## config.mk

```make
export PLATFORM = sky130hd
export DESIGN_NAME = wave_frame_reader_flat
export DESIGN_NICKNAME = d
export VERILOG_FILES = /design/src/rtl/wave_frame_reader_if.sv /design/src/rtl/wave_frame_reader.sv /design/src/flat_wrapper.sv
export SDC_FILE = /design/constraint.sdc
export NUM_CORES = 1
export LEC_CHECK = 0
export BUFFER_PORTS_ARGS = -buffer_cell sky130_fd_sc_hd__buf_2
export CORE_MARGIN = 5
export CORE_UTILIZATION = 47
export CTS_CLUSTER_SIZE = 14
export DETAILED_ROUTE_END_ITERATION = 8
export PLACE_DENSITY = 0.84
export SLEW_MARGIN = 20
export SYNTH_ARGS = -nofsm -noshare
export SYNTH_HDL_FRONTEND = slang
export SYNTH_SLANG_ARGS = --single-unit
```

## constraint.sdc

```tcl
create_clock -name clk -period 1.8 [get_ports clk]
set_input_delay 0.27 -clock clk [delete_from_list [all_inputs] [get_ports clk]]
set_output_delay 0.27 -clock clk [all_outputs]
set_load 0.01 [all_outputs]
```

## src/rtl/wave_frame_reader_if.sv

```systemverilog
// Bus between the sample-RAM read side, the sampler trigger handshake and the
// waveform renderer. The slave modport is the frame reader itself.
interface wave_frame_reader_if #(
  parameter int AW = 10,
  parameter int DW = 8
);
  logic          wave_run;
  logic          buf_trig;
  logic [AW-1:0] buf_trig_addr;
  logic          frame_start;
  logic          frame_end;
  logic          col_req;
  logic [AW-1:0] col_x;
  logic          rd_en;
  logic [AW-1:0] rd_addr;
  logic [DW-1:0] rd_data;
  logic          col_valid;
  logic [DW-1:0] col_data;
  logic          frame_locked;
  logic          wr_over;

  modport slave (
    input  wave_run, buf_trig, buf_trig_addr, frame_start, frame_end,
           col_req, col_x, rd_data,
    output rd_en, rd_addr, col_valid, col_data, frame_locked, wr_over
  );

  modport master (
    output wave_run, buf_trig, buf_trig_addr, frame_start, frame_end,
           col_req, col_x, rd_data,
    input  rd_en, rd_addr, col_valid, col_data, frame_locked, wr_over
  );
endinterface

```

## src/rtl/wave_frame_reader.sv

```systemverilog
// Locks a read base centred on the trigger sample and serves per-column
// sample reads to the renderer, returning wr_over after each drawn frame.
module wave_frame_reader #(
  parameter int WAVE_DEPTH      = 1024,
  parameter int HALF_WAVE_DEPTH = WAVE_DEPTH >> 1,
  parameter int DISP_WIDTH      = 1000
) (
  input  logic               clk,
  input  logic               rst,
  wave_frame_reader_if.slave bus
);
  localparam int AW = $clog2(WAVE_DEPTH);
  localparam logic [AW-1:0] HALF_OFS   = AW'(HALF_WAVE_DEPTH);
  localparam logic [AW:0]   DISP_LIMIT = (AW+1)'(DISP_WIDTH);

  typedef enum logic [1:0] {
    ARMED   = 2'd0,
    LOCKED  = 2'd1,
    DRAWING = 2'd2
  } state_t;

  state_t        r_state;
  logic [AW-1:0] r_base_addr;
  logic          r_frame_locked;
  logic          r_wr_over;

  logic          r_s1_valid;
  logic          r_rd_en;
  logic [AW-1:0] r_rd_addr;
  logic          r_col_valid;
  logic          r_s2_in_range;

  logic          w_col_in_range;
  logic [AW-1:0] w_col_addr;

  always_ff @(posedge clk) begin
    if (rst) begin
      r_state        <= ARMED;
      r_base_addr    <= '0;
      r_frame_locked <= 1'b0;
      r_wr_over      <= 1'b0;
    end else begin
      r_wr_over <= 1'b0;
      case (r_state)
        ARMED: begin
          if (bus.buf_trig && bus.wave_run) begin
            r_base_addr <= bus.buf_trig_addr - HALF_OFS;
            r_state     <= LOCKED;
          end
        end
        LOCKED: begin
          if (bus.frame_start) begin
            r_state        <= DRAWING;
            r_frame_locked <= 1'b1;
          end
        end
        DRAWING: begin
          // frame_end takes priority over a coincident frame_start
          if (bus.frame_end) begin
            r_frame_locked <= 1'b0;
            if (bus.wave_run) begin
              r_wr_over <= 1'b1;
              r_state   <= ARMED;
            end else begin
              r_state <= LOCKED;
            end
          end
        end
        default: begin
          r_state        <= ARMED;
          r_frame_locked <= 1'b0;
        end
      endcase
    end
  end

  assign w_col_in_range = ({1'b0, bus.col_x} < DISP_LIMIT);
  assign w_col_addr     = r_base_addr + bus.col_x;

  // Two-stage column pipeline: address issue, then RAM data return
  always_ff @(posedge clk) begin
    if (rst) begin
      r_s1_valid    <= 1'b0;
      r_rd_en       <= 1'b0;
      r_rd_addr     <= '0;
      r_col_valid   <= 1'b0;
      r_s2_in_range <= 1'b0;
    end else begin
      r_s1_valid    <= bus.col_req;
      r_rd_en       <= bus.col_req && w_col_in_range;
      if (bus.col_req) begin
        r_rd_addr <= w_col_addr;
      end
      r_col_valid   <= r_s1_valid;
      r_s2_in_range <= r_rd_en;
    end
  end

  assign bus.rd_en        = r_rd_en;
  assign bus.rd_addr      = r_rd_addr;
  assign bus.col_valid    = r_col_valid;
  assign bus.col_data     = r_s2_in_range ? bus.rd_data : '0;
  assign bus.frame_locked = r_frame_locked;
  assign bus.wr_over      = r_wr_over;
endmodule

```

## src/flat_wrapper.sv

```systemverilog
// flat-port wrapper written by rule: the top's interface ports become plain ports
module wave_frame_reader_flat 
#(
  parameter int WAVE_DEPTH      = 1024,
  parameter int HALF_WAVE_DEPTH = WAVE_DEPTH >> 1,
  parameter int DISP_WIDTH      = 1000
)
  (clk, rst, bus_wave_run, bus_buf_trig, bus_buf_trig_addr, bus_frame_start, bus_frame_end, bus_col_req, bus_col_x, bus_rd_data, bus_rd_en, bus_rd_addr, bus_col_valid, bus_col_data, bus_frame_locked, bus_wr_over);
  wave_frame_reader_if bus_i ();
  input  logic clk;
  input  logic rst;
  input wire logic [$bits(bus_i.wave_run)-1:0] bus_wave_run;
  input wire logic [$bits(bus_i.buf_trig)-1:0] bus_buf_trig;
  input wire logic [$bits(bus_i.buf_trig_addr)-1:0] bus_buf_trig_addr;
  input wire logic [$bits(bus_i.frame_start)-1:0] bus_frame_start;
  input wire logic [$bits(bus_i.frame_end)-1:0] bus_frame_end;
  input wire logic [$bits(bus_i.col_req)-1:0] bus_col_req;
  input wire logic [$bits(bus_i.col_x)-1:0] bus_col_x;
  input wire logic [$bits(bus_i.rd_data)-1:0] bus_rd_data;
  output wire logic [$bits(bus_i.rd_en)-1:0] bus_rd_en;
  output wire logic [$bits(bus_i.rd_addr)-1:0] bus_rd_addr;
  output wire logic [$bits(bus_i.col_valid)-1:0] bus_col_valid;
  output wire logic [$bits(bus_i.col_data)-1:0] bus_col_data;
  output wire logic [$bits(bus_i.frame_locked)-1:0] bus_frame_locked;
  output wire logic [$bits(bus_i.wr_over)-1:0] bus_wr_over;
  assign bus_i.wave_run = bus_wave_run;
  assign bus_i.buf_trig = bus_buf_trig;
  assign bus_i.buf_trig_addr = bus_buf_trig_addr;
  assign bus_i.frame_start = bus_frame_start;
  assign bus_i.frame_end = bus_frame_end;
  assign bus_i.col_req = bus_col_req;
  assign bus_i.col_x = bus_col_x;
  assign bus_i.rd_data = bus_rd_data;
  assign bus_rd_en = bus_i.rd_en;
  assign bus_rd_addr = bus_i.rd_addr;
  assign bus_col_valid = bus_i.col_valid;
  assign bus_col_data = bus_i.col_data;
  assign bus_frame_locked = bus_i.frame_locked;
  assign bus_wr_over = bus_i.wr_over;
  wave_frame_reader #(.WAVE_DEPTH(WAVE_DEPTH), .HALF_WAVE_DEPTH(HALF_WAVE_DEPTH), .DISP_WIDTH(DISP_WIDTH)) u_core (.clk(clk), .rst(rst), .bus(bus_i));
endmodule
```

==> results.toml <==
[route]
wl_per_cell_um = 12.4
drt_first_iter_violations = 30
routed_wl_um = 3100
drc = 0
vias = 1294
vias_per_cell = 5.20
antenna_left = 0
first_pass_iters = 4

[worst_setup_path]
path_max_fanout = 3
max_stage_delay_ps = 480
start_kind = "flip-flop"
path_cells = "ha_4 -> fa_2 -> nand3_1 -> nand2_2 -> a31oi_1 -> or4b_1 -> o311ai_1"
path_buf_inv = 0
reg2reg_slack_ps = 100
r2r-start = "u_core.r_base_addr[0]$_SDFFE_PP0P_"
critPathArrivalTime_ps = 1930
crit_path_top_delay_cell = "or4b_1"
path_class = "reg -> reg"
cp_top_family = "simple AND/OR/NAND/NOR gates"
crit_required_ps = 2030
startpoint = "u_core.r_base_addr[0]$_SDFFE_PP0P_"
worstReg2RegEnd = "u_core.bus.rd_addr[6]$_SDFFE_PP0P_"
crit_path_end_kind = "flip-flop"
ff2ff_path_depth = 7

[min_path]
hold_end = "u_core.r_base_addr[9]$_SDFFE_PP0P_"
worstHoldPathCells = 2
min_from = "bus_buf_trig_addr[9]"
min_path_type = "in -> reg"

[timing]
rsz0062_at_grt = "no"
finalHoldWorstSlack_ps = 113
worst_pin_slew_ps = 517
setup_violations = 0
fin_crit_ps = 1700
final.setup.tns_ps = 0
slew_headroom_pct = 65.5
finalMaxSlewViolations = 0
fin_skew_ps = 0.980
final_hold_viol_count = 0
fmax_mhz = 590
min_period_over_period_pct = 94.2

[yosys]
syn_area_um2 = 1420
syn_nets = 204
synthArstFlopShare_pct = 0
ys_types = 44
synthFlopType = "dfxtp_1"
synth_edf_count = 0
ys.warnings.count = 0
ys_seq_elements = 28
synthCells = 159
ys_seq_area_share_pct = 39.6
syn_avg_cell_area_um2 = 8.90

[clock_network]
clockBufferDepth = 2
clk_pin_slew_ps = 140
cts_tree = "built"
root_buffer = "clkbuf_4"
h-tree-depth = 1
insertion_delay_ps = 320
clock-sinks = 28
numCtsBuffers = 3

[floorplan]
fp.dieH_um = 64.9
start_util_pct = 47.5
die_w_um = 64.9
coreArea_um2 = 2980
rows = 20
ios = 57
dieArea_um2 = 4210

[power]
power.density_nw_per_um2 = 682
fin_total_pwr_mw = 1.20
vdd_drop_max_v = 0.000550
p_leak_nw = 0.857
clkPwrFrac_pct = 20.8
internal_power_mw = 0.871
p_switching_mw = 0.333
p_sw_share_pct = 27.7
pwr-share-seq_pct = 56.7
p_comb_share_pct = 22.6

[run]
drv_cap = 0

[grt]
globalRouteOverflowTotal = 0
grt_max_degree = 31
grt_usage_pct = 15.3
grt_pass1_vias = 1271
grt_pass1_wl_um = 5150
antenna_found_initial = 0

[place]
port_buffers = 56
dp_hpwl_um = 2450
place_congestion = 0.815

[layout]
syn_to_final_growth_pct = 24.8
final_util_pct = 59.3
final_nets = 263
drive_gt1_share_pct = 33.3
layout_commonest_cell = "buf_2"
diodes = 0
fillers = 294
final_cell_mix = "buf_2, dfxtp_1, nand2_1"

[outcome]
status = "finished clean"
[power by group through the flow]
stage / clock (mW) / sequential, mW / combinational (mW)
after floorplan: 0 / 0.705 / 0.156
after global placement: 0 / 0.694 / 0.263
after detailed placement: 0 / 0.696 / 0.271
after CTS: 0.260 / 0.682 / 0.272
after global routing: 0.290 / 0.689 / 0.306
final: 0.250 / 0.682 / 0.272
[registers in the layout, indices dropped and copies added (netlist names)]
name	cells
u_core.bus.rd_addr	10
u_core.bus.rd_en	1
u_core.r_base_addr	10
u_core.r_s2_in_range	1
u_core.r_state	2
u_core.bus.wr_over	1
u_core.r_s1_valid	1
u_core.bus.col_valid	1
u_core.bus.frame_locked	1
[Yosys cell counts (all sizes together) (3+ instances only)]
library cell / instances / area share [%]
nand2: 24 / 6.5
nor2: 15 / 4.0
a21o: 4 / 2.2
o21ai: 4 / 1.4
mux2i: 3 / 2.1
xnor2: 4 / 2.5
dfxtp: 28 / 40
clkbuf: 5 / 2.0
and2: 9 / 4.0
nand2b: 3 / 1.3
a211oi: 3 / 1.9
ha: 9 / 8.0
a21oi: 15 / 5.3
xor2: 3 / 1.9
[layout make-up]
type	count	area (um2)	share of cell area, %
Multi-Input combinational cell	123	822	46.6
Inverter	2	7.51	0.425
Tap cell	33	41.3	2.34
Sequential cell	28	562	31.8
Timing Repair Buffer	60	310	17.6
Clock buffer	3	22.5	1.28
[how the worst max path moves through the flow]
stage / endpoint / slack [ps] / depth (start not counted)
floorplan: u_core.bus.rd_addr[6]$_SDFFE_PP0P_ / 180 / 7
global placement: u_core.bus.rd_addr[8]$_SDFFE_PP0P_ / 60 / 8
detailed placement: u_core.bus.rd_addr[6]$_SDFFE_PP0P_ / 10 / 8
CTS: u_core.bus.rd_addr[6]$_SDFFE_PP0P_ / 30 / 7
global route: u_core.bus.rd_addr[6]$_SDFFE_PP0P_ / 20 / 7
finish: u_core.bus.rd_addr[6]$_SDFFE_PP0P_ / 100 / 7
[per-stage QoR]
step | cells | area, um2 | setup WS (ps)
floorplan | 159 | 1420 | 185
global route | 249 | 1770 | 24.2
detailed placement | 246 | 1730 | 14.6
CTS | 249 | 1750 | 26.6
finish | 249 | 1770 | 104
global placement | 246 | 1730 | 58.2
[metal layers]
layer  GRT usage [%]  part of all wire [%]  vias to the layer above
li1                -                     -                      676
met1            16.2                    42                      566
met2            28.1                    49                       46
met3            4.68                   8.4                        6
met4            5.54                   1.3                        0
met5               0                     0                        -
[timing repair]
action | in CTS | in global routing
buffers inserted | 0 | 0
setup endpoints to repair | 1 | 1
gates resized for setup | 1 | 3
hold buffers | 0 | 0
pin swaps | 0 | 0
[kinds of logic after synthesis]
group	count (synthesis)	synth area share, %
buffers and inverters	8	3.36
adder cells (fa/ha/maj)	10	9.37
AO/OA/AOI/OAI	38	18.1
multiplexers	4	2.92
AND/OR/NAND/NOR	64	22.3
flip-flops	28	39.6
XOR/XNOR	7	4.33
No activity file was read; power rests on OpenSTA's default activity.
